===== config.mk =====
export PLATFORM = sky130hd
export DESIGN_NAME = ssd1306_spi_sink
export DESIGN_NICKNAME = d
export VERILOG_FILES = /design/src/rtl/oled_pkg.sv /design/src/rtl/oled_spi_byte_tx.sv /design/src/rtl/ssd1306_spi_sink.sv
export SDC_FILE = /design/constraint.sdc
export NUM_CORES = 1
export LEC_CHECK = 0
export CORE_AREA = 2 2 95 97
export DETAILED_ROUTE_END_ITERATION = 8
export DIE_AREA = 0 0 97 99
export GPL_TIMING_DRIVEN = 0
export HOLD_SLACK_MARGIN = 0.1
export PLACE_DENSITY = 0.61
export SLEW_MARGIN = 5
export SYNTH_ARGS = -nofsm -noshare
export SYNTH_HDL_FRONTEND = slang
export SYNTH_HIERARCHICAL = 1
export SYNTH_SLANG_ARGS = --single-unit

===== constraint.sdc =====
create_clock -name clk_in -period 5.5 [get_ports clk_in]
set_input_delay 1.1 -clock clk_in [delete_from_list [all_inputs] [get_ports clk_in]]
set_output_delay 1.1 -clock clk_in [all_outputs]
set_load 0.02 [all_outputs]

===== src/rtl/oled_pkg.sv =====
// Shared definitions for the SSD1306 SPI sink: command ROM, sizes and state encodings.
package oled_pkg;

  localparam int OLED_INIT_LEN = 25;
  localparam int OLED_ADDR_LEN = 6;
  localparam int OLED_CMD_LEN  = OLED_INIT_LEN + OLED_ADDR_LEN;

  typedef enum logic [2:0] {
    S_RES_LOW  = 3'd0,
    S_RES_WAIT = 3'd1,
    S_INIT     = 3'd2,
    S_IDLE     = 3'd3,
    S_DATA     = 3'd4,
    S_SYNC     = 3'd5
  } sink_state_t;

  // Byte transmitter phases: cs_n high with dc/mosi set up, cs_n low lead-in, then SCLK high/low per bit.
  typedef enum logic [1:0] {
    P_SETUP = 2'd0,
    P_LEAD  = 2'd1,
    P_HI    = 2'd2,
    P_LO    = 2'd3
  } tx_phase_t;

  // Panel bring-up bytes (indices 0..24) followed by the address-reset bytes (25..30).
  function automatic logic [7:0] oled_cmd_rom(input logic [4:0] idx);
    logic [7:0] b;
    case (idx)
      5'd0:  b = 8'hAE;
      5'd1:  b = 8'hD5;
      5'd2:  b = 8'h80;
      5'd3:  b = 8'hA8;
      5'd4:  b = 8'h1F;
      5'd5:  b = 8'hD3;
      5'd6:  b = 8'h00;
      5'd7:  b = 8'h40;
      5'd8:  b = 8'h8D;
      5'd9:  b = 8'h14;
      5'd10: b = 8'h20;
      5'd11: b = 8'h00;
      5'd12: b = 8'hA1;
      5'd13: b = 8'hC8;
      5'd14: b = 8'hDA;
      5'd15: b = 8'h02;
      5'd16: b = 8'h81;
      5'd17: b = 8'h8F;
      5'd18: b = 8'hD9;
      5'd19: b = 8'hF1;
      5'd20: b = 8'hDB;
      5'd21: b = 8'h40;
      5'd22: b = 8'hA4;
      5'd23: b = 8'hA6;
      5'd24: b = 8'hAF;
      5'd25: b = 8'h21;
      5'd26: b = 8'h00;
      5'd27: b = 8'h7F;
      5'd28: b = 8'h22;
      5'd29: b = 8'h00;
      5'd30: b = 8'h03;
      default: b = 8'h00;
    endcase
    return b;
  endfunction

endpackage


===== src/rtl/oled_spi_byte_tx.sv =====
// SPI mode-0 byte serialiser: one byte per start pulse, 18*CLK_DIV cycles per byte, MSB first.
module oled_spi_byte_tx import oled_pkg::*; #(
  parameter int CLK_DIV = 4
) (
  input  logic       clk_in,
  input  logic       reset_n_in,
  input  logic       start,
  input  logic [7:0] tx_byte,
  input  logic       dc,
  output logic       busy,
  output logic       done,
  output logic       sclk,
  output logic       mosi,
  output logic       cs_n,
  output logic       spi_dc
);

  localparam int CW = (CLK_DIV > 1) ? $clog2(CLK_DIV) : 1;
  localparam logic [CW-1:0] DIV_LAST = CW'(CLK_DIV - 1);

  tx_phase_t      phase_r;
  logic [CW-1:0]  div_cnt_r;
  logic [2:0]     bit_idx_r;
  logic [7:0]     shift_r;
  logic           busy_r;
  logic           sclk_r;
  logic           mosi_r;
  logic           cs_n_r;
  logic           dc_r;
  logic           phase_end_s;

  assign phase_end_s = (div_cnt_r == DIV_LAST);
  // done marks the cycle whose closing edge raises cs_n, so the sequencer can react on that same edge
  assign done   = busy_r && (phase_r == P_LO) && (bit_idx_r == 3'd7) && phase_end_s;
  assign busy   = busy_r;
  assign sclk   = sclk_r;
  assign mosi   = mosi_r;
  assign cs_n   = cs_n_r;
  assign spi_dc = dc_r;

  // Phase sequencer: each phase lasts CLK_DIV cycles; SCLK edges and cs_n changes happen at phase ends.
  always_ff @(posedge clk_in or negedge reset_n_in) begin
    if (!reset_n_in) begin
      phase_r   <= P_SETUP;
      div_cnt_r <= '0;
      bit_idx_r <= 3'd0;
      shift_r   <= 8'h00;
      busy_r    <= 1'b0;
      sclk_r    <= 1'b0;
      mosi_r    <= 1'b0;
      cs_n_r    <= 1'b1;
      dc_r      <= 1'b0;
    end else if (!busy_r) begin
      div_cnt_r <= '0;
      if (start) begin
        busy_r    <= 1'b1;
        phase_r   <= P_SETUP;
        bit_idx_r <= 3'd0;
        mosi_r    <= tx_byte[7];
        shift_r   <= {tx_byte[6:0], 1'b0};
        dc_r      <= dc;
      end
    end else if (!phase_end_s) begin
      div_cnt_r <= div_cnt_r + CW'(1);
    end else begin
      div_cnt_r <= '0;
      case (phase_r)
        P_SETUP: begin
          cs_n_r  <= 1'b0;
          phase_r <= P_LEAD;
        end
        P_LEAD: begin
          sclk_r  <= 1'b1;
          phase_r <= P_HI;
        end
        P_HI: begin
          sclk_r  <= 1'b0;
          phase_r <= P_LO;
          if (bit_idx_r != 3'd7) begin
            mosi_r  <= shift_r[7];
            shift_r <= {shift_r[6:0], 1'b0};
          end
        end
        P_LO: begin
          if (bit_idx_r == 3'd7) begin
            cs_n_r  <= 1'b1;
            busy_r  <= 1'b0;
            phase_r <= P_SETUP;
          end else begin
            sclk_r    <= 1'b1;
            bit_idx_r <= bit_idx_r + 3'd1;
            phase_r   <= P_HI;
          end
        end
        default: begin
          phase_r <= P_SETUP;
          busy_r  <= 1'b0;
          sclk_r  <= 1'b0;
          cs_n_r  <= 1'b1;
        end
      endcase
    end
  end

endmodule


===== src/rtl/ssd1306_spi_sink.sv =====
// SSD1306 128x32 SPI sink: panel reset and init, then one SPI byte per write strobe, address reset per sync.
module ssd1306_spi_sink import oled_pkg::*; #(
  parameter int CLK_DIV      = 4,
  parameter int RESET_CYCLES = 1000
) (
  input  logic       clk_in,
  input  logic       reset_n_in,
  input  logic [7:0] data_in,
  input  logic       write_stb_in,
  input  logic       sync_stb_in,
  output logic       ready_out,
  output logic       oled_sclk_out,
  output logic       oled_mosi_out,
  output logic       oled_cs_n_out,
  output logic       oled_dc_out,
  output logic       oled_res_n_out
);

  localparam int RCW = $clog2(RESET_CYCLES + 1);
  localparam logic [RCW-1:0] RES_LAST = RCW'(RESET_CYCLES - 1);
  localparam logic [4:0] ADDR_FIRST = 5'(OLED_INIT_LEN);
  localparam logic [4:0] CMD_LAST   = 5'(OLED_CMD_LEN - 1);

  sink_state_t    state_r;
  logic [RCW-1:0] res_cnt_r;
  logic [4:0]     idx_r;
  logic           start_r;
  logic [7:0]     tx_byte_r;
  logic           tx_dc_r;
  logic           ready_r;
  logic           res_n_r;
  logic           tx_busy_s;
  logic           tx_done_s;

  assign ready_out      = ready_r;
  assign oled_res_n_out = res_n_r;

  oled_spi_byte_tx #(.CLK_DIV(CLK_DIV)) u_tx (
    .clk_in     (clk_in),
    .reset_n_in (reset_n_in),
    .start      (start_r),
    .tx_byte    (tx_byte_r),
    .dc         (tx_dc_r),
    .busy       (tx_busy_s),
    .done       (tx_done_s),
    .sclk       (oled_sclk_out),
    .mosi       (oled_mosi_out),
    .cs_n       (oled_cs_n_out),
    .spi_dc     (oled_dc_out)
  );

  // Top sequencer: panel reset timing, command streaming, and the idle handshake with the streamer.
  always_ff @(posedge clk_in or negedge reset_n_in) begin
    if (!reset_n_in) begin
      state_r   <= S_RES_LOW;
      res_cnt_r <= '0;
      idx_r     <= 5'd0;
      start_r   <= 1'b0;
      tx_byte_r <= 8'h00;
      tx_dc_r   <= 1'b0;
      ready_r   <= 1'b0;
      res_n_r   <= 1'b0;
    end else begin
      start_r <= 1'b0;
      case (state_r)
        S_RES_LOW: begin
          if (res_cnt_r == RES_LAST) begin
            res_cnt_r <= '0;
            res_n_r   <= 1'b1;
            state_r   <= S_RES_WAIT;
          end else begin
            res_cnt_r <= res_cnt_r + RCW'(1);
          end
        end
        S_RES_WAIT: begin
          if (res_cnt_r == RES_LAST) begin
            res_cnt_r <= '0;
            idx_r     <= 5'd0;
            start_r   <= 1'b1;
            tx_byte_r <= oled_cmd_rom(5'd0);
            tx_dc_r   <= 1'b0;
            state_r   <= S_INIT;
          end else begin
            res_cnt_r <= res_cnt_r + RCW'(1);
          end
        end
        // Init and sync share the ROM walk; sync simply starts at the first address-reset byte.
        S_INIT, S_SYNC: begin
          if (tx_done_s) begin
            if (idx_r == CMD_LAST) begin
              idx_r   <= 5'd0;
              ready_r <= 1'b1;
              state_r <= S_IDLE;
            end else begin
              idx_r     <= idx_r + 5'd1;
              start_r   <= 1'b1;
              tx_byte_r <= oled_cmd_rom(idx_r + 5'd1);
            end
          end
        end
        S_IDLE: begin
          if (!tx_busy_s && write_stb_in) begin
            ready_r   <= 1'b0;
            start_r   <= 1'b1;
            tx_byte_r <= data_in;
            tx_dc_r   <= 1'b1;
            state_r   <= S_DATA;
          end else if (!tx_busy_s && sync_stb_in) begin
            ready_r   <= 1'b0;
            start_r   <= 1'b1;
            idx_r     <= ADDR_FIRST;
            tx_byte_r <= oled_cmd_rom(ADDR_FIRST);
            tx_dc_r   <= 1'b0;
            state_r   <= S_SYNC;
          end
        end
        S_DATA: begin
          if (tx_done_s) begin
            ready_r <= 1'b1;
            state_r <= S_IDLE;
          end
        end
        default: begin
          state_r <= S_RES_LOW;
          ready_r <= 1'b0;
          res_n_r <= 1'b0;
        end
      endcase
    end
  end

endmodule

Word-level counts from Yosys, hierarchy flattened
Memory sizes are Yosys's and may differ from the RTL's.
Index checks and enable logic that the tools add are counted.
{"block": "op_classes", "n_eq_ne": 29, "n_mux": 69, "reduce_logical": 28, "addsub": 4, "bitwise": 3}
{"operator": "$mux 8", "count": 10}
{"operator": "$mux 3", "count": 12}
{"operator": "$ne 2x2->1 const B", "count": 15}
{"operator": "$mux 1", "count": 25}
{"operator": "$mux 5", "count": 5}
{"operator": "$pmux 8 s3", "count": 1}
{"operator": "$reduce_and 4->1", "count": 4}
{"operator": "$pmux 3 s5", "count": 1}
{"operator": "$pmux 5 s3", "count": 1}
{"operator": "$reduce_and 5->1", "count": 3}
{"operator": "$mux 2", "count": 6}
{"operator": "$add 10x1->10 const B", "count": 1}
{"operator": "$eq 10x10->1 const B", "count": 1}
{"operator": "$mux 10", "count": 1}
{"operator": "$eq 3x3->1 const B", "count": 3}
{"operator": "$pmux 2 s4", "count": 1}
{"operator": "$eq 2x2->1 const B", "count": 3}
{"operator": "$eq 3x2->1 const B", "count": 2}
{"operator": "$ne 3x3->1 const B", "count": 2}
{"operator": "$pmux 1 s2", "count": 3}
{"operator": "$pmux 1 s3", "count": 2}
{"operator": "$reduce_and 2->1", "count": 3}
{"operator": "$reduce_and 6->1", "count": 1}
{"operator": "$reduce_bool 2->1", "count": 3}
{"operator": "16 further kinds", "count": 24}
{"block": "word_totals", "n_memories": 1, "in_bits": 12, "mem_bits_ro": 256, "wordCells": 151, "register_bits": 50}
{"name": "(name not given)", "words": 32, "word_bits": 8, "rd": 1, "rd_ports_with_merged_regs": 0, "write_ports": 0, "line_no": "oled_pkg.sv:28", "text": "case (idx)"}

Longest topological paths before layout
Gate-level depths: netlist (run 1).
{"block": "depth", "word_depth": 6, "ltp_mapped": 9, "depth_no_buf": 8}

Hierarchy
Netlist (run 1), hierarchy kept.
{"mod": "ssd1306_spi_sink", "cells_each": 293, "instances": 1, "area_each_um2": 2640.0, "seq_area_each_um2": 750.7}
{"mod": "oled_spi_byte_tx", "cells_each": 79, "instances": 1, "area_each_um2": 927.1, "seq_area_each_um2": 476.7}

Worst setup path after synthesis (run 1)
No wires, ideal clock.
{"block": "synth_timing", "path_kind": "reg2reg", "startpoint": "reg idx_r[0]", "endpoint": "reg tx_byte_r[5]", "setup_slack_ns": 3.252, "n_path_buf": 2, "required_time_ns": 5.373, "arrival_time_ns": 2.121, "path_stages_with_launch": 10, "path_cell_list": "dfrtp_1 -> clkbuf_8 -> inv_1 -> ha_1 -> clkbuf_1 -> mux2i_1 -> a21boi_0 -> o31ai_1 -> a311oi_1 -> o32a_2"}
{"block": "synth_via", "elab_chain_cells": 5}
{"item": "from (decl)", "line_no": "ssd1306_spi_sink.sv:26", "text": "logic [4:0] idx_r;"}
{"item": "from (signal assigned)", "line_no": "ssd1306_spi_sink.sv:95", "text": "idx_r <= idx_r + 5'd1;"}
{"item": "$add 5x1->5", "line_no": "ssd1306_spi_sink.sv:97", "text": "tx_byte_r <= oled_cmd_rom(idx_r + 5'd1);"}
{"item": "$mem_v2 32x8"}
{"item": "$mux 8", "line_no": "ssd1306_spi_sink.sv:90", "text": "if (idx_r == CMD_LAST) begin"}
{"item": "$mux 8", "line_no": "ssd1306_spi_sink.sv:89", "text": "if (tx_done_s) begin"}
{"item": "$pmux 8 s3", "line_no": "ssd1306_spi_sink.sv:65", "text": "case (state_r)"}
{"item": "to (signal assigned)", "line_no": "ssd1306_spi_sink.sv:80", "text": "tx_byte_r <= oled_cmd_rom(5'd0);"}
{"item": "to (signal assigned)", "line_no": "ssd1306_spi_sink.sv:97"}
{"item": "to (signal assigned)", "line_no": "ssd1306_spi_sink.sv:105", "text": "tx_byte_r <= data_in;"}
{"item": "to (decl)", "line_no": "ssd1306_spi_sink.sv:28", "text": "logic [7:0] tx_byte_r;"}
Parallel ways exist; a longest one is shown, timed or not. The select of a mux whose other input is x is not followed.
A chain may end at the register's enable or synchronous reset.

Final worst setup path (run 1)
Ends and elaborated chain as after synthesis.

==> impl_metrics.json, run 1 <==
{
  "outcome": "finished, final reports clean",
  "grt_max_degree": 26,
  "cts_tree": "done",
  "die_h_um": 99,
  "power_leakage_nw": 1.636,
  "hp-class": "reg -> reg",
  "cp_max_fo": 10,
  "syn_avg_cell_area_um2": 9.589,
  "grt_pass1_vias": 2862,
  "synth_area_leader_cell": "dfrtp_1",
  "path_cells": "clkbuf_8 > inv_1 > ha_1 > clkbuf_1 > mux2i_1 > a21boi_0 > o31ai_1 > a311oi_1 > o32a_2",
  "routed_wl_um": 8161,
  "grt_pass1_wl_um": 14190,
  "io_pins": 18,
  "clkLatencyLatePin_ns": 0.30,
  "worst-endpoint-arrival_ns": 2.99,
  "maxSlewHeadroom_pct": 59.71,
  "critPathRequiredTime_ns": 5.75,
  "synth_seq_cells": 49,
  "drt_first_iter_violations": 95,
  "ff2ff_setup_slack_ns": 2.77,
  "initial_core_util_pct": 41.72,
  "drive_gt1_share_pct": 15.08,
  "p_total_mw": 0.6098,
  "core_area_um2": 8551,
  "diodes": 0,
  "synth_cells": 372,
  "dieWidth_um": 97,
  "synthFlopType": "dfrtp_1",
  "path_class": "reg -> reg",
  "clock-sinks": 49,
  "fillCellCount": 802,
  "maxCapViolCount": 0,
  "hold_viol_final": 0,
  "hold_buffers": 0,
  "power_density_nw_per_um2": 153.2,
  "synthArstFlopShare_pct": 100.0,
  "ys_warn_count": 6,
  "synth_most_common_cell": "dfrtp_1",
  "first_pass_iters": 5,
  "fin_skew_ns": 0.006422,
  "yosys-top-cells-count": "dfrtp_1 (48), nand2_1 (35), nor2_1 (26)",
  "design.die.area_um2": 9603,
  "irDropWorstVdd_mv": 0.1053,
  "synth_nets": 397,
  "drv_slew": 0,
  "worst_slew_pin_slew_ns": 0.6039,
  "cts_inserted_buffers": 5,
  "critical_path.max_stage_delay_ns": 0.58,
  "ys_seq_area_share_pct": 34.41,
  "r2r_cells": 9,
  "max_freq_mhz": 365.6,
  "clk_pin_slew_ns": 0.10,
  "utilization_pct": 46.56,
  "cts-root-buf": "clkbuf_8",
  "routedWlPerCell_um": 16.13,
  "row_count": 34,
  "netlist_top_cells_area": "dfrtp_1 (34%), ha_1 (4.6%), nand2_1 (3.7%), mux2i_1 (3.4%), nor2_1 (2.7%)",
  "post_cts_resize_count": 0,
  "area_delta_synth_final_pct": 11.61,
  "finalCriticalPeriod_ns": 2.735,
  "ant_nets": 0,
  "synth_edf_count": 0,
  "grt_usage_pct": 17.80,
  "place_congestion": 0.8759,
  "antenna_found_initial": 0,
  "cts_buffer_depth": 2,
  "synth_cell_types": 86,
  "cp-end-kind": "flop",
  "io_buffers": 17,
  "rsz0062_at_grt": "no",
  "synth_top_area_share_pct": 33.67,
  "nets": 422,
  "period_share_pct": 49.73,
  "route.detailed.drc": 0,
  "cpMaxStageDelayCell": "dfrtp_1",
  "route.detailed.vias_per_inst": 5.688,
  "htree_num_levels": 2,
  "holdPathStages": 1,
  "dp_hpwl_um": 6083,
  "start_kind": "flop",
  "syn_area_um2": 3567,
  "r2r_end": "tx_byte_r[5]",
  "setup_tns_ns": 0,
  "overflow": 0,
  "min_from": "u_tx/div_cnt_r[0]",
  "via_count": 2878,
  "setup_viol": 0,
  "postCtsSetupBuffers": 0,
  "r2r_start": "idx_r[0]",
  "worstHoldEndpoint": "u_tx/div_cnt_r[0]"
}
-- state kept, by name, summed over array words and instances, names as in the netlist --
signal	cells
res_cnt_r	10
tx_byte_r	8
u_tx/shift_r	7
idx_r	5
state_r	3
u_tx/bit_idx_r	3
u_tx/div_cnt_r	2
u_tx/phase_r	2
oled_res_n_out	1
ready_out	1
start_r	1
tx_dc_r	1
u_tx/busy	1
u_tx/cs_n	1
u_tx/mosi	1
u_tx/sclk	1
u_tx/spi_dc	1
-- report_power, final --
| part | leakage [nW] | internal, mW | switching [mW] |
|---|---|---|---|
| combinational | 0.988 | 0.0112 | 0.0111 |
| clock | 0.0447 | 0.0921 | 0.131 |
| sequential | 0.604 | 0.363 | 0.00146 |
-- through the flow --
stage | hold slack, ns | cells | setup slack [ns] | cell area, um2
after floorplan | 0.4091 | 372 | 3.252 | 3567
after global placement | 0.4238 | 497 | 1.929 | 3872
after detailed placement | 0.4290 | 498 | 2.575 | 3887
after CTS | 0.4451 | 506 | 2.839 | 3981
after global routing | 0.4527 | 506 | 2.669 | 3981
final | 0.4439 | 506 | 2.765 | 3981
-- critical path: cells and delay by family, from the launching register on --
kind                     cells  cell delay, ns
buffers and inverters        3            0.73
flip-flops                   1            0.58
multiplexers                 1            0.18
adder cells (fa/ha/maj)      1            0.31
AO/OA/AOI/OAI                4            0.88
-- area by class of cell --
class                      count  area (um2)  area share, %
tap                          108       135.1          3.394
timing repair buffer          18       185.2          4.651
buffer                        20       147.6          3.708
clock inverter                 3       25.02         0.6285
multi-input combinational    292        2151          54.02
inverter                      11       41.29          1.037
sequential                    49        1227          30.83
clock buffer                   5       68.82          1.728
-- cells by family after synthesis --
logic type               share of synthesized area (%)
AND/OR/NAND/NOR                                  24.31
AO/OA/AOI/OAI                                    23.05
flip-flops                                       34.41
buffers and inverters                            5.296
multiplexers                                     3.999
adder cells (fa/ha/maj)                          4.560
XOR/XNOR                                         4.385
-- layout by cell type (no fill, tap or decap), types with 5 or more instances in the layout --
master and count:
clkdlybuf4s50_1 16, o211ai_1 5, o31ai_1 6, nand2b_1 14
o221a_1 7, nor3_1 8, buf_2 8, nor2b_1 6
mux2i_1 12, nand4_1 6, o21ai_0 18, dfrtp_1 48
inv_1 11, ha_1 13, nand2_1 35, nand3_1 6
clkbuf_8 8, a21oi_1 13, nor2_1 26
-- layer usage --
| metal | track usage (%) | wire length, um | vias to the layer above |
|---|---|---|---|
| met4 | 4.550 | 136 | 0 |
| met1 | 25.09 | 4061 | 1391 |
| met5 | 0 | 0 | - |
| met2 | 29.17 | 3740 | 42 |
| li1 | - | - | 1435 |
| met3 | 2.270 | 223 | 10 |
-- how the worst max path moves through the flow --
stage	start	end	slack, ns
after floorplan	idx_r[0]	tx_byte_r[5]	3.25
after global placement	reset_n_in	tx_byte_r[1]	1.93
after detailed placement	write_stb_in	tx_byte_r[5]	2.57
after CTS	idx_r[0]	tx_byte_r[5]	2.84
after global routing	idx_r[0]	tx_byte_r[5]	2.67
final	idx_r[0]	tx_byte_r[5]	2.77
(Power assumes the default switching activity.)
==> run 2, diff against run 1 <==
==> constraint.sdc (replaced) <==
create_clock -name clk_in -period 2.8 [get_ports clk_in]
set_input_delay 0.56 -clock clk_in [delete_from_list [all_inputs] [get_ports clk_in]]
set_output_delay 0.56 -clock clk_in [all_outputs]
set_load 0.02 [all_outputs]
==> run 2 against run 1 <==
Compared with the run above:
- flip-flop and latch count unchanged
- non-clock buffer count decreased by 1
- sequential share of layout area is essentially flat
- wire length decreased by 0.54%
- die area unchanged
- utilization hardly changed
- maximum frequency rose by 2.4%
- sequential power is 96% higher
- critical path depth shrank 1
- critical path type unchanged
- critical endpoint is now tx_byte_r[2]
- largest cell class unchanged
==> impl_metrics.json, run 2 (synthesis results as in run 1) <==
{
  "fillCellCount": 799,
  "die_h_um": 99,
  "cts_buffer_depth": 2,
  "worst-endpoint-arrival_ns": 2.86,
  "irDropWorstVdd_mv": 0.2067,
  "core_area_um2": 8551,
  "antenna_found_initial": 0,
  "routed_wl_um": 8117,
  "worst_slew_pin_slew_ns": 0.5870,
  "cp-end-kind": "flop",
  "largest_register": "res_cnt_r",
  "hp-class": "in -> async",
  "drt_first_iter_violations": 74,
  "clkLatencyLatePin_ns": 0.30,
  "cts_tree": "done",
  "postCtsSetupBuffers": 0,
  "io_buffers": 17,
  "multiInputGateArea_um2": 2151,
  "power_leakage_nw": 1.635,
  "utilization_pct": 46.52,
  "cp_max_fo": 10,
  "hold_buffers": 0,
  "mostFrequentLayoutCells": "dfrtp_1 (48), nand2_1 (35), nor2_1 (26)",
  "path_class": "reg -> reg",
  "clock-sinks": 49,
  "grt_pass1_wl_um": 14190,
  "diodes": 0,
  "power_density_nw_per_um2": 301.0,
  "route.detailed.drc": 0,
  "drv_slew": 0,
  "r2r_start": "idx_r[0]",
  "p_total_mw": 1.197,
  "startpoint": "idx_r[0]",
  "start_kind": "flop",
  "cts_inserted_buffers": 5,
  "dp_hpwl_um": 6083,
  "htree_num_levels": 2,
  "area_delta_synth_final_pct": 11.50,
  "layout_commonest_cell": "dfrtp_1",
  "finalCriticalPeriod_ns": 2.671,
  "seqCellArea_um2": 1227,
  "clk_pin_slew_ns": 0.10,
  "design.die.area_um2": 9603,
  "initial_core_util_pct": 41.72,
  "setup_viol": 0,
  "fin_skew_ns": 0.006483,
  "first_pass_iters": 4,
  "max_freq_mhz": 374.4,
  "via_count": 2865,
  "nets": 421,
  "reg_top3": "res_cnt_r: 10 flops, tx_byte_r: 8 flops, u_tx/shift_r: 7 flops",
  "cts-root-buf": "clkbuf_8",
  "ant_nets": 0,
  "maxSlewHeadroom_pct": 60.84,
  "largest_reg_flops": 10,
  "drive_gt1_share_pct": 15.11,
  "outcome": "finished, final reports clean",
  "grt_max_degree": 26,
  "hold_viol_final": 0,
  "place_congestion": 0.8759,
  "setup_tns_ns": 0,
  "maxCapViolCount": 0,
  "route.detailed.vias_per_inst": 5.673,
  "row_count": 34,
  "grt_pass1_vias": 2862,
  "rsz0062_at_grt": "no",
  "grt_usage_pct": 17.80,
  "routedWlPerCell_um": 16.07,
  "critPathRequiredTime_ns": 2.99,
  "overflow": 0,
  "dieWidth_um": 97,
  "period_share_pct": 95.40,
  "io_pins": 18
}
## run 2: changes by cell type in the layout (fill, tap and decap cells not counted), sizes merged
cell,change
clkbuf,-1
## run 2: cell type report
type | instances | share of cell area, %
Buffer | 19 | 3.617
Tap cell | 108 | 3.397
Sequential cell | 49 | 30.86
Clock buffer | 5 | 1.730
Inverter | 11 | 1.038
Clock inverter | 3 | 0.6291
Multi-Input combinational cell | 292 | 54.07
Timing Repair Buffer | 18 | 4.656
## run 2: path summary, 6_finish.rpt
check | to | slack, ns | cells past startpoint
min in group clk_in | u_tx/div_cnt_r[0] | 0.44 | 1
max | tx_byte_r[2] | 0.13 | 8
max reg2reg | tx_byte_r[2] | 0.13 | 8
max in group asynchronous | idx_r[1] | 2.02 | 2
min | u_tx/sclk | 0.25 | 1
min reg2reg | u_tx/div_cnt_r[0] | 0.44 | 1
## run 2: what timing repair did
item,in CTS,in global routing
endpoints found under the setup margin,0,1
endpoints found under the hold margin,0,0
resized for setup,0,0
## run 2: critical path: stages, from the launching register on
cell and delay [ns]:
dfrtp_1 0.57, clkbuf_8 0.25, inv_1 0.08, ha_1 0.30, or2_2 0.34, a32o_1 0.22, a211oi_1 0.34, nor3_1 0.12
o32a_1 0.36
## run 2: metal layers
layer | global-route usage [%] | wire length (um) | part of all wire [%]
met1 | 25.09 | 4005 | 49
met3 | 2.270 | 236 | 2.9
met5 | 0 | 0 | 0
met2 | 29.17 | 3757 | 46
met4 | 4.550 | 118 | 1.5
## run 2: report_power, final
part           switching [mW]  leakage (nW)  internal, mW
clock network           0.257        0.0447         0.181
registers             0.00288         0.604         0.712
logic                  0.0218         0.987        0.0220
## run 2: per-stage QoR
| step | setup WS (ns) | instance area, um2 | hold slack, ns | cells |
|---|---|---|---|---|
| finish | 0.1288 | 3978 | 0.2466 | 505 |
| global route | 0.04760 | 3978 | 0.2811 | 505 |
| CTS | 0.1385 | 3981 | 0.2537 | 506 |
| detailed placement | 0.1629 | 3887 | 0.4290 | 498 |
| global placement | -0.2310 | 3872 | 0.4238 | 497 |
| floorplan | 0.5519 | 3567 | 0.2644 | 372 |
==> run 3, diff against run 2 <==
--- a/config.mk
+++ b/config.mk
@@ -5,9 +5,9 @@
 export SDC_FILE = /design/constraint.sdc
 export NUM_CORES = 1
 export LEC_CHECK = 0
-export CORE_AREA = 2 2 95 97
+export CORE_AREA = 2 2 105 87
 export DETAILED_ROUTE_END_ITERATION = 8
-export DIE_AREA = 0 0 97 99
+export DIE_AREA = 0 0 107 89
 export GPL_TIMING_DRIVEN = 0
 export HOLD_SLACK_MARGIN = 0.1
 export PLACE_DENSITY = 0.61
==> constraint.sdc (replaced) <==
create_clock -name clk_in -period 2.5 [get_ports clk_in]
set_input_delay 0.5 -clock clk_in [delete_from_list [all_inputs] [get_ports clk_in]]
set_output_delay 0.5 -clock clk_in [all_outputs]
set_load 0.02 [all_outputs]
==> run 3 against run 2 <==
Compared with the run above:
- via count increased by 0.45%
- utilization increased by 1.2 points
- maximum frequency increased by 13%
- clock-buffer cell count unchanged
==> impl_metrics.json, run 3 (synthesis results as in run 1) <==
{
  "cp-end-kind": "flop",
  "internal-power_mw": 1.022,
  "clock-sinks": 49,
  "max_freq_mhz": 423.5,
  "first_pass_iters": 4,
  "power_density_nw_per_um2": 335.4,
  "io_buffers": 17,
  "period_share_pct": 94.46,
  "ff2ff_setup_slack_ns": 0.14,
  "outcome": "finished, final reports clean",
  "row_count": 30,
  "r2r_cells": 8,
  "critical_path.max_stage_delay_ns": 0.40,
  "power_leakage_nw": 1.634,
  "diodes": 0,
  "design.die.area_um2": 9523,
  "hold_buffers": 0,
  "overflow": 0,
  "cts-root-buf": "clkbuf_8",
  "drive_gt1_share_pct": 16.58,
  "clockPowerShare_pct": 36.7,
  "busiest_layer": "met2",
  "nets": 422,
  "use_met1_pct": 26.63,
  "htree_num_levels": 2,
  "pwr-share-seq_pct": 59.7,
  "largest_register": "res_cnt_r",
  "use_met2_pct": 27.62,
  "grt_pass1_wl_um": 13770,
  "route.detailed.drc": 0,
  "fin_skew_ns": 0.006544,
  "swShare_pct": 23.81,
  "dp_hpwl_um": 6108,
  "die_h_um": 89,
  "r2r_start": "idx_r[0]",
  "path_cells": "clkbuf_8 > inv_1 > ha_1 > or2_2 > a32o_1 > a211oi_1 > nor3_1 > o32a_1",
  "setup_viol": 0,
  "worst_slew_pin_slew_ns": 0.5580,
  "drt_first_iter_violations": 149,
  "finalCriticalPeriod_ns": 2.361,
  "grt_usage_pct": 18.04,
  "start_kind": "flop",
  "setup_tns_ns": 0,
  "via_count": 2878,
  "routed_wl_um": 8115,
  "cts_tree": "done",
  "place_congestion": 0.8485,
  "clk_pin_slew_ns": 0.10,
  "ant_nets": 0,
  "mostFrequentLayoutCells": "dfrtp_1 (46), nand2_1 (35), nor2_1 (26)",
  "critPathRequiredTime_ns": 2.70,
  "irDropWorstVdd_mv": 0.2237,
  "route.detailed.vias_per_inst": 5.643,
  "p_switching_mw": 0.3192,
  "maxSlewHeadroom_pct": 62.77,
  "cpMaxStageDelayCell": "dfrtp_2",
  "worst-endpoint-arrival_ns": 2.57,
  "core_area_um2": 8371,
  "grt_max_degree": 32,
  "rsz0062_at_grt": "no",
  "largest_reg_flops": 10,
  "r2r_end": "tx_byte_r[2]",
  "initial_core_util_pct": 42.62,
  "cts_inserted_buffers": 5,
  "io_pins": 18,
  "hold_viol_final": 0,
  "met3_usage_pct": 2.843,
  "path_class": "reg -> reg",
  "hp-class": "in -> async",
  "reg_top3": "res_cnt_r: 10 flops, tx_byte_r: 8 flops, u_tx/shift_r: 7 flops",
  "area_delta_synth_final_pct": 12.07,
  "routedWlPerCell_um": 15.91,
  "fillCellCount": 806,
  "antenna_found_initial": 0,
  "maxCapViolCount": 0,
  "drv_slew": 0,
  "layout_commonest_cell": "dfrtp_1",
  "clkLatencyLatePin_ns": 0.31,
  "grt_pass1_vias": 2722,
  "fin_hold_ws_ns": 0.1250,
  "cp_max_fo": 10,
  "cts_buffer_depth": 2,
  "dieWidth_um": 107,
  "power_frac_comb_pct": 3.6
}
run 3: per-layer routing:
metal / wire [um] / vias to the layer above
met3: 272 / 11
li1: - / 1437
met5: 0 / -
met4: 101 / 0
met2: 3512 / 46
met1: 4228 / 1384
run 3: worst max-delay path by stage:
stage,start,cells after the start,endpoint
2_1_floorplan,idx_r[0],9,tx_byte_r[5]
3_3_place_gp,reset_n_in,1,idx_r[1]
3_5_place_dp,idx_r[0],9,tx_byte_r[5]
4_1_cts,idx_r[0],8,tx_byte_r[2]
5_1_grt,idx_r[0],8,tx_byte_r[2]
6_report,idx_r[0],8,tx_byte_r[2]
run 3: power by group through the flow:
stage          Combinational (mW)  Clock [mW]  Sequential [mW]
6_report                   0.0484       0.492            0.801
5_1_grt                    0.0540       0.541            0.802
4_1_cts                    0.0503       0.509            0.801
3_5_place_dp               0.0501           0            0.817
3_3_place_gp               0.0469           0            0.817
2_1_floorplan             0.00559           0            0.818
run 3: repair_timing:
item,4_1_cts,5_1_grt
setup endpoints to repair,2,6
buffers inserted,0,1
gates resized for setup,1,5
run 3: layout make-up:
type                    count  area [um2]  area share, %
multi-input cells         292        2153          53.87
flip-flops and latches     49        1230          30.77
inverters                  11       45.04          1.127
clock inverters             3       22.52         0.5634
repair buffers             19       192.7          4.820
well taps                 112       140.1          3.505
clock buffers               5       68.82          1.721
plain buffers              19       145.1          3.631
run 3: critical path: cells and delay by family, from the launching register on:
kind,cells,cell delay [ns]
and+or+nand+nor,2,0.43
buffers and inverters,2,0.25
adders and majority gates,1,0.30
DFF,1,0.40
AOI/OAI and AO/OA,3,0.87
run 3: per-stage QoR:
stage | utilization [%] | setup slack (ns) | std cells | power (mW) | area (um2)
4_1_cts | 47.56 | 0.03753 | 509 | 1.360 | 3981
5_1_grt | 47.76 | 0.03772 | 510 | 1.397 | 3998
2_1_floorplan | - | 0.2519 | 372 | 0.8235 | 3567
3_5_place_dp | 46.50 | -0.08089 | 502 | 0.8669 | 3892
3_3_place_gp | 46.32 | -0.5310 | 501 | 0.8638 | 3877
6_report | 47.76 | 0.1386 | 510 | 1.341 | 3998
